==> config.mk <==
export PLATFORM = sky130hd
export DESIGN_NAME = mem_req_ctrl
export DESIGN_NICKNAME = d
export VERILOG_FILES = /design/src/rtl/mem_req_ctrl.sv
export SDC_FILE = /design/constraint.sdc
export NUM_CORES = 1
export LEC_CHECK = 0
export BUFFER_PORTS_ARGS = -buffer_cell sky130_fd_sc_hd__buf_4
export CELL_PAD_IN_SITES_DETAIL_PLACEMENT = 0
export CELL_PAD_IN_SITES_GLOBAL_PLACEMENT = 2
export CORE_AREA = 2 2 141 143
export DETAILED_ROUTE_END_ITERATION = 8
export DIE_AREA = 0 0 143 145
export PLACE_DENSITY_LB_ADDON = 0.2
export RECOVER_POWER = 50
export SKIP_LAST_GASP = 1
export SLEW_MARGIN = 20
export SYNTH_ARGS = -nofsm -noshare
export SYNTH_HDL_FRONTEND = slang
export SYNTH_SLANG_ARGS = --single-unit
==> constraint.sdc <==
create_clock -name CLK -period 2.2 [get_ports CLK]
set_clock_uncertainty 0.1 [all_clocks]
set_input_delay 0.44 -clock CLK [delete_from_list [all_inputs] [get_ports CLK]]
set_output_delay 0.44 -clock CLK [all_outputs]
set_load 0.1 [all_outputs]
==> src/rtl/mem_req_ctrl.sv <==
// mem_req_ctrl: MEM-stage load/store controller that issues one held cache request per latched instruction.
// Optional no-hit watchdog is compiled in when MEM_REQ_TIMEOUT_EN is defined.
module mem_req_ctrl #(
    parameter int unsigned TIMEOUT_MAX = 255
) (
    input  logic        CLK,
    input  logic        RST,
    input  logic        dREN,
    input  logic        dWEN,
    input  logic [31:0] addr,
    input  logic [31:0] wdata,
    input  logic [2:0]  func3,
    input  logic        halt,
    input  logic        adv,
    input  logic        cache_hit,
    input  logic [31:0] cache_rdata,
    output logic        dmemREN,
    output logic        dmemWEN,
    output logic [31:0] dmemaddr,
    output logic [31:0] dmemstore,
    output logic [3:0]  dmembe,
    output logic        dhit,
    output logic        stall,
    output logic [31:0] load_data,
    output logic        misalign,
    output logic        timeout
);

    typedef enum logic [1:0] {
        IDLE = 2'b00,
        BUSY = 2'b01,
        DONE = 2'b10
    } state_e;

    state_e      state_q, state_d;
    logic        served_q, served_d;
    logic        misalign_q, misalign_d;
    logic        ren_q, ren_d;
    logic        wen_q, wen_d;
    logic [31:0] maddr_q, maddr_d;
    logic [31:0] mstore_q, mstore_d;
    logic [3:0]  mbe_q, mbe_d;
    logic [1:0]  off_q, off_d;
    logic [2:0]  f3_q, f3_d;
    logic [31:0] ld_q, ld_d;

    logic        want_s;
    logic        aligned_s;
    logic        issue_s;
    logic        mis_ev_s;
    logic        hit_s;
    logic        abort_s;
    logic        finish_s;

    function automatic logic is_aligned(input logic [2:0] f3, input logic [1:0] off);
        logic ok;
        case (f3[1:0])
            2'b00:   ok = 1'b1;
            2'b01:   ok = (off[0] == 1'b0);
            default: ok = (off == 2'b00);
        endcase
        return ok;
    endfunction

    function automatic logic [3:0] lane_be(input logic [2:0] f3, input logic [1:0] off);
        logic [3:0] be;
        case (f3[1:0])
            2'b00:   be = 4'b0001 << off;
            2'b01:   be = off[1] ? 4'b1100 : 4'b0011;
            default: be = 4'b1111;
        endcase
        return be;
    endfunction

    function automatic logic [31:0] lane_data(input logic [2:0] f3, input logic [31:0] wd);
        logic [31:0] d;
        case (f3[1:0])
            2'b00:   d = {4{wd[7:0]}};
            2'b01:   d = {2{wd[15:0]}};
            default: d = wd;
        endcase
        return d;
    endfunction

    function automatic logic [31:0] fmt_load(input logic [2:0] f3, input logic [1:0] off,
                                             input logic [31:0] w);
        logic [7:0]  b;
        logic [15:0] h;
        logic [31:0] r;
        case (off)
            2'b00:   b = w[7:0];
            2'b01:   b = w[15:8];
            2'b10:   b = w[23:16];
            default: b = w[31:24];
        endcase
        h = off[1] ? w[31:16] : w[15:0];
        case (f3)
            3'b000:  r = {{24{b[7]}}, b};
            3'b001:  r = {{16{h[15]}}, h};
            3'b100:  r = {24'h000000, b};
            3'b101:  r = {16'h0000, h};
            default: r = w;
        endcase
        return r;
    endfunction

    // served blocks re-issue of an instruction that is still sitting in the latch
    assign want_s    = (dREN | dWEN) & ~halt & ~served_q;
    assign aligned_s = is_aligned(func3, addr[1:0]);
    assign issue_s   = (state_q == IDLE) & want_s & aligned_s;
    assign mis_ev_s  = (state_q == IDLE) & want_s & ~aligned_s;
    assign hit_s     = (state_q == BUSY) & cache_hit;
    assign finish_s  = hit_s | abort_s;

`ifdef MEM_REQ_TIMEOUT_EN
    localparam logic [7:0] TO_LAST = 8'(TIMEOUT_MAX - 32'd1);

    logic [7:0] cnt_q, cnt_d;
    logic       timeout_q, timeout_d;

    assign abort_s = (state_q == BUSY) & ~cache_hit & (cnt_q == TO_LAST);

    // Watchdog next-state: count BUSY cycles, keep timeout sticky
    always_comb begin
        cnt_d     = 8'd0;
        timeout_d = timeout_q | abort_s;
        if ((state_q == BUSY) && !finish_s) begin
            cnt_d = cnt_q + 8'd1;
        end else begin
            cnt_d = 8'd0;
        end
    end

    // Watchdog registers
    always_ff @(posedge CLK) begin
        if (RST) begin
            cnt_q     <= 8'd0;
            timeout_q <= 1'b0;
        end else begin
            cnt_q     <= cnt_d;
            timeout_q <= timeout_d;
        end
    end

    assign timeout = timeout_q;
`else
    logic unused_timeout_max_s;
    assign unused_timeout_max_s = (TIMEOUT_MAX == 32'd0);
    assign abort_s = 1'b0;
    assign timeout = 1'b0;
`endif

    // Request FSM next-state, request capture and load formatting
    always_comb begin
        state_d    = state_q;
        served_d   = served_q;
        misalign_d = misalign_q;
        ren_d      = ren_q;
        wen_d      = wen_q;
        maddr_d    = maddr_q;
        mstore_d   = mstore_q;
        mbe_d      = mbe_q;
        off_d      = off_q;
        f3_d       = f3_q;
        ld_d       = ld_q;
        case (state_q)
            IDLE: begin
                if (issue_s) begin
                    state_d  = BUSY;
                    ren_d    = dREN & ~dWEN;
                    wen_d    = dWEN;
                    maddr_d  = {addr[31:2], 2'b00};
                    mstore_d = lane_data(func3, wdata);
                    mbe_d    = lane_be(func3, addr[1:0]);
                    off_d    = addr[1:0];
                    f3_d     = func3;
                end else begin
                    state_d = IDLE;
                end
            end
            BUSY: begin
                if (finish_s) begin
                    state_d  = DONE;
                    ren_d    = 1'b0;
                    wen_d    = 1'b0;
                    maddr_d  = 32'd0;
                    mstore_d = 32'd0;
                    mbe_d    = 4'd0;
                    if (abort_s) begin
                        ld_d = 32'd0;
                    end else if (ren_q) begin
                        ld_d = fmt_load(f3_q, off_q, cache_rdata);
                    end else begin
                        ld_d = ld_q;
                    end
                end else begin
                    state_d = BUSY;
                end
            end
            DONE: begin
                state_d = IDLE;
            end
            default: begin
                state_d  = IDLE;
                ren_d    = 1'b0;
                wen_d    = 1'b0;
                maddr_d  = 32'd0;
                mstore_d = 32'd0;
                mbe_d    = 4'd0;
            end
        endcase
        // adv takes priority so the next instruction can issue right away
        if (adv) begin
            served_d   = 1'b0;
            misalign_d = 1'b0;
        end else if (finish_s || mis_ev_s) begin
            served_d   = 1'b1;
            misalign_d = misalign_q | mis_ev_s;
        end else begin
            served_d   = served_q;
            misalign_d = misalign_q;
        end
    end

    // State and request registers
    always_ff @(posedge CLK) begin
        if (RST) begin
            state_q    <= IDLE;
            served_q   <= 1'b0;
            misalign_q <= 1'b0;
            ren_q      <= 1'b0;
            wen_q      <= 1'b0;
            maddr_q    <= 32'd0;
            mstore_q   <= 32'd0;
            mbe_q      <= 4'd0;
            off_q      <= 2'd0;
            f3_q       <= 3'd0;
            ld_q       <= 32'd0;
        end else begin
            state_q    <= state_d;
            served_q   <= served_d;
            misalign_q <= misalign_d;
            ren_q      <= ren_d;
            wen_q      <= wen_d;
            maddr_q    <= maddr_d;
            mstore_q   <= mstore_d;
            mbe_q      <= mbe_d;
            off_q      <= off_d;
            f3_q       <= f3_d;
            ld_q       <= ld_d;
        end
    end

    assign dmemREN   = ren_q;
    assign dmemWEN   = wen_q;
    assign dmemaddr  = maddr_q;
    assign dmemstore = mstore_q;
    assign dmembe    = mbe_q;
    assign dhit      = (state_q == DONE);
    assign stall     = (state_q == BUSY) | issue_s;
    assign load_data = ld_q;
    assign misalign  = misalign_q;

endmodule

**Word-level counts from Yosys, hierarchy flattened**

Cells that the tools add are included.

- Register bits: 111
- Input port bits: 106
- Output and inout port bits: 106
- Word-level logic and storage cells: 71

- Equality and inequality tests: 10
- Shift operators: 1
- Muxes and demuxes: 23
- Bitwise operators: 16
- Reduce and logical (&&, ||, !) cells: 10

Operator list:

| kind | count |
|---|---|
| $pmux 32 s3 | 2 |
| $pmux 32 s4 | 1 |
| $mux 32 | 3 |
| $pmux 32 s2 | 1 |
| $pmux 8 s3 | 1 |
| $mux 16 | 1 |
| $mux 4 | 3 |
| $pmux 4 s3 | 1 |
| $logic_not 2->1 | 4 |
| $pmux 4 s2 | 1 |
| $and 1x1->1 | 7 |
| $eq 2x1->1 const B | 3 |
| $eq 3x3->1 const B | 2 |
| $not 1->1 | 6 |
| $pmux 1 s3 | 2 |
| $reduce_and 3->1 | 2 |
| $eq 2x2->1 const B | 2 |
| $mux 1 | 4 |
| $ne 2x2->1 const B | 2 |
| $pmux 2 s2 | 1 |
| $shl 1x2->4 const A | 1 |
| $eq 3x1->1 const B | 1 |
| $logic_not 3->1 | 1 |
| $or 1x1->1 | 3 |
| 5 further kinds | 5 |

**Longest topological paths before layout**

- Depth after elaboration: 7
- Gate-level depth with buffers: 7
- Gate-level depth less buffers: 4

**Least setup slack after synthesis**

Ideal clock, no wire load.

- Path type: input -> output
- Start: in halt
- End: out stall
- Arrival: 2.212 ns
- Required time: 1.660 ns
- Slack: -0.552 ns
- Stages: 4
- Path buffers: 1
- Cells stage by stage: or4_4 > or4_1 > buf_2 > nand2_1

- Longest elaborated chain between the ends: 6

RTL lines:

| item | RTL line | RTL |
|---|---|---|
| start, declared | 13 | `input logic halt,` |
| $not 1->1 | 108 | `assign want_s = (dREN \| dWEN) & ~halt & ~served_q;` |
| $and 1x1->1 (2 in series) | 108 |  |
| $and 1x1->1 (2 in series) | 110 | `assign issue_s = (state_q == IDLE) & want_s & aligned_s;` |
| $or 1x1->1 | 260 | `assign stall = (state_q == BUSY) \| issue_s;` |
| end, declared | 23 | `output logic stall,` |

Every way passes these cells.

**Worst setup path after layout**

- Start: reg state_q[1]
- End: out stall

- Longest elaborated chain between the ends: 4
- Elaborated cells on any way between the ends: 5
- Those cells by class: 1 x eq/ne; 3 x bitwise; 1 x reduce/logical

RTL lines:

| item | RTL line | RTL |
|---|---|---|
| start, declared | 35 | `state_e state_q, state_d;` |
| start signal, assigned | 240 | `state_q <= state_d;` |
| $logic_not 2->1 | 110 |  |
| $and 1x1->1 (2 in series) | 110 |  |
| $or 1x1->1 (*) | 260 |  |

Every way passes the cells marked *; elsewhere a longest branch is shown, timed or not.

==> metrics.yaml <==
die:
  fp.dieW_um: 143
  io_pins: 212
  fp.dieH_um: 145
  start_util_pct: 26.47
  die_area_um2: 20740
  row_count: 51
  coreArea_um2: 19210
power:
  p_leak_nw: 3.125
  p_per_area_nw_per_um2: 739.5
  irDropWorstVdd_mv: 0.3948
  finalPower_w: 0.005282
job:
  cap_violations: 0
synth:
  synthDistinctLibCells: 41
  syn_inst: 585
  netlist_top_cells_count: "dfxtp_1, nand2_1, nand3b_1"
  ys_ff_latch: 109
  yosysMostFrequentCell: "dfxtp_1"
  synth_area_um2: 5085
  yosysWarnings: 0
  synth_top_area_share_pct: 42.91
  synth_seq_area_share_pct: 42.91
  synth_top_area_cell: "dfxtp_1"
  synth.area.top_cells: "dfxtp_1, nand3b_1, nand2_1"
  synth_edf_count: 0
  synth_async_sr_flop_share_pct: 0
  ys.flop_type: "dfxtp_1"
  syn_avg_cell_area_um2: 8.692
setup_path:
  cp_slowest_stage_delay_ps: 520
  cp_top_family: "simple AND/OR/NAND/NOR gates"
  cp_num_buf_inv: 1
  reg2reg_slack_ps: 70
  path_max_fanout: 2
  crit_slowest_cell: "or4_4"
  timing.rr.end: "dmemstore[28]"
  worstPathRequired_ps: 1660
  critPathKind: "reg2out"
  critPathMostFrequentCell: "or4_4"
  worstReg2RegStart: "state_q[1]"
  crit_start: "state_q[1]"
  cp.arrival_ps: 1910
  endpoint_kind: "output port"
  worstPathCellList: "or4_4 > or4_4 > nand2_8 > buf_12"
  critPathLaunchType: "flip-flop"
  worst-r2r-cell-count: 5
clock_network:
  clock_sinks: 109
  root_buffer: "clkbuf_16"
  htreeDepth: 3
  insertion_delay_ps: 350
  cts_tree: "done"
  clockBufferDepth: 2
  cts.clk_slew.worst_paths_ps: 80
  cts_buffers: 9
  cts_hold_buffers: 0
worst_hold_path:
  min_to: "dmemaddr[4]"
  hp-class: "in2reg"
  worstHoldStart: "addr[4]"
  whs_path_depth: 3
cells_and_area:
  drive_gt1_share_pct: 37.91
  fin_util_pct: 37.18
  area_growth_pct: 40.45
  nets: 887
  num_antenna_cells: 0
  design_area_um2: 7142
drt:
  wire_per_inst_um: 17.15
  drt_first_iter_violations: 255
  viasPerCell: 4.722
  wirelength_um: 18020
  postRouteAntennaNets: 0
  drc_errors: 0
  first_pass_iters: 6
  vias: 4963
timing:
  fin_crit_ps: 2451
  maxSlewHeadroom_pct: 57.28
  drv_slew: 0
  fin_crit_sh_pct: 111.4
  setup_viol: 1
  worst_slack_ps: -251.1
  max_freq_mhz: 408.0
  tightest_slew_ps: 640.7
  rsz0062_at_grt: "yes"
  hold_viol: 0
grt:
  grt_pass1_vias: 5044
  grt_max_degree: 109
  gr-usage-all-layers_pct: 17.09
  gr-total-overflow: 0
  grt_pass1_wl_um: 28010
  antenna_found_initial: 0
placement:
  gp_congestion: 0.8188
  dpl_cell_area_um2: 7007
  port_buffers: 208
  dp_hpwl_um: 12680
run_status:
  violations: "negative setup slack"
  status: "finished with violations"
[worst reg2reg max path, delay by kind of cell (launching register included)]
kind	cells	cell delay, ps
buf+inv	2	360
simple gates	1	520
compound gates	2	760
flops	1	310
[placed cells by master (no fill, tap or decap), types with 2 or more instances in the layout]
master / instances
o31ai_2: 7
dfxtp_1: 107
o31ai_1: 19
o21a_1: 3
inv_1: 10
a21oi_1: 12
nand4b_1: 2
clkbuf_2: 99
nand2b_1: 4
or3_1: 2
nor2_1: 38
buf_4: 133
clkbuf_16: 9
nand2_1: 82
buf_12: 6
a211oi_1: 17
nor3_1: 8
mux2_2: 18
inv_6: 2
dfxtp_2: 2
nand3_1: 40
a2111oi_0: 8
nor3b_1: 8
conb_1: 3
o221a_2: 7
mux2i_1: 13
or4_4: 2
a31oi_1: 7
nand3b_1: 68
nor2b_1: 18
o21ai_0: 13
[where the power goes]
part | switching (W) | internal, W | total [W] | leakage [nW]
logic | 0.00106 | 0.000389 | 0.00144 | 2.09
clock network | 0.000793 | 0.000924 | 0.00172 | 0.149
registers | 0.0000542 | 0.00207 | 0.00212 | 0.886
total | 0.00190 | 0.00338 | 0.00528 | 3.12
[logic make-up (layout without fill, tap and decap cells)]
family	after synthesis	count (layout)	synth area share, %
compound gates	100	100	14.94
flops	109	109	42.91
mux	31	31	6.545
other cells	1	3	0.07375
simple gates	278	278	29.13
buf+inv	66	265	6.398
[final cells by class]
class,count,area [µm²]
repair buffers,239,1642
well taps,265,331.6
fillers,2026,12070
clock inverters,6,68.82
multi-input cells,412,2639
inverters,10,37.54
clock buffers,10,239.0
flip-flops and latches,109,2185
[sequential cells by signal, summed over array words and instances (netlist names)]
register   cells
dmemstore     32
dmemaddr      30
off_q          2
load_data     32
f3_q           3
served_q       1
misalign       1
state_q        2
dmemREN        1
dmembe         4
dmemWEN        1
[what timing repair did]
| item | CTS | global route |
|---|---|---|
| pin swaps | 4 | 2 |
| endpoints found under the setup margin | 29 | 13 |
| gates resized for setup | 6 | 2 |
| gates cloned | 2 | 0 |
| buffers inserted | 0 | 1 |
[per-stage QoR]
stage,std cells,setup TNS [ps],hold slack [ps],setup slack [ps]
4_1_cts,1051,-267.2,180.1,-267.2
3_5_place_dp,1033,-7313,358.4,-273.0
6_report,1051,-251.1,195.0,-251.1
3_3_place_gp,1033,-5255,355.9,-268.4
2_1_floorplan,587,-70.29,370.7,-70.29
5_1_grt,1051,-393.8,178.6,-306.3
[worst max path at each step]
stage               endpoint  slack, ps  cells after the start
finish                 stall       -250                      4
global route           stall       -310                      4
CTS                    stall       -270                      4
detailed placement     stall       -270                      5
global placement       stall       -270                      5
floorplan              stall        -70                      4
[metal layers]
metal	up-vias	global-route usage, %	wire (µm)
li1	2455	-	-
met1	2352	20.55	7690
met2	145	28.92	8784
met3	11	6.568	1338
met4	0	3.416	209
met5	-	0	0
(Power assumes the default switching activity.)
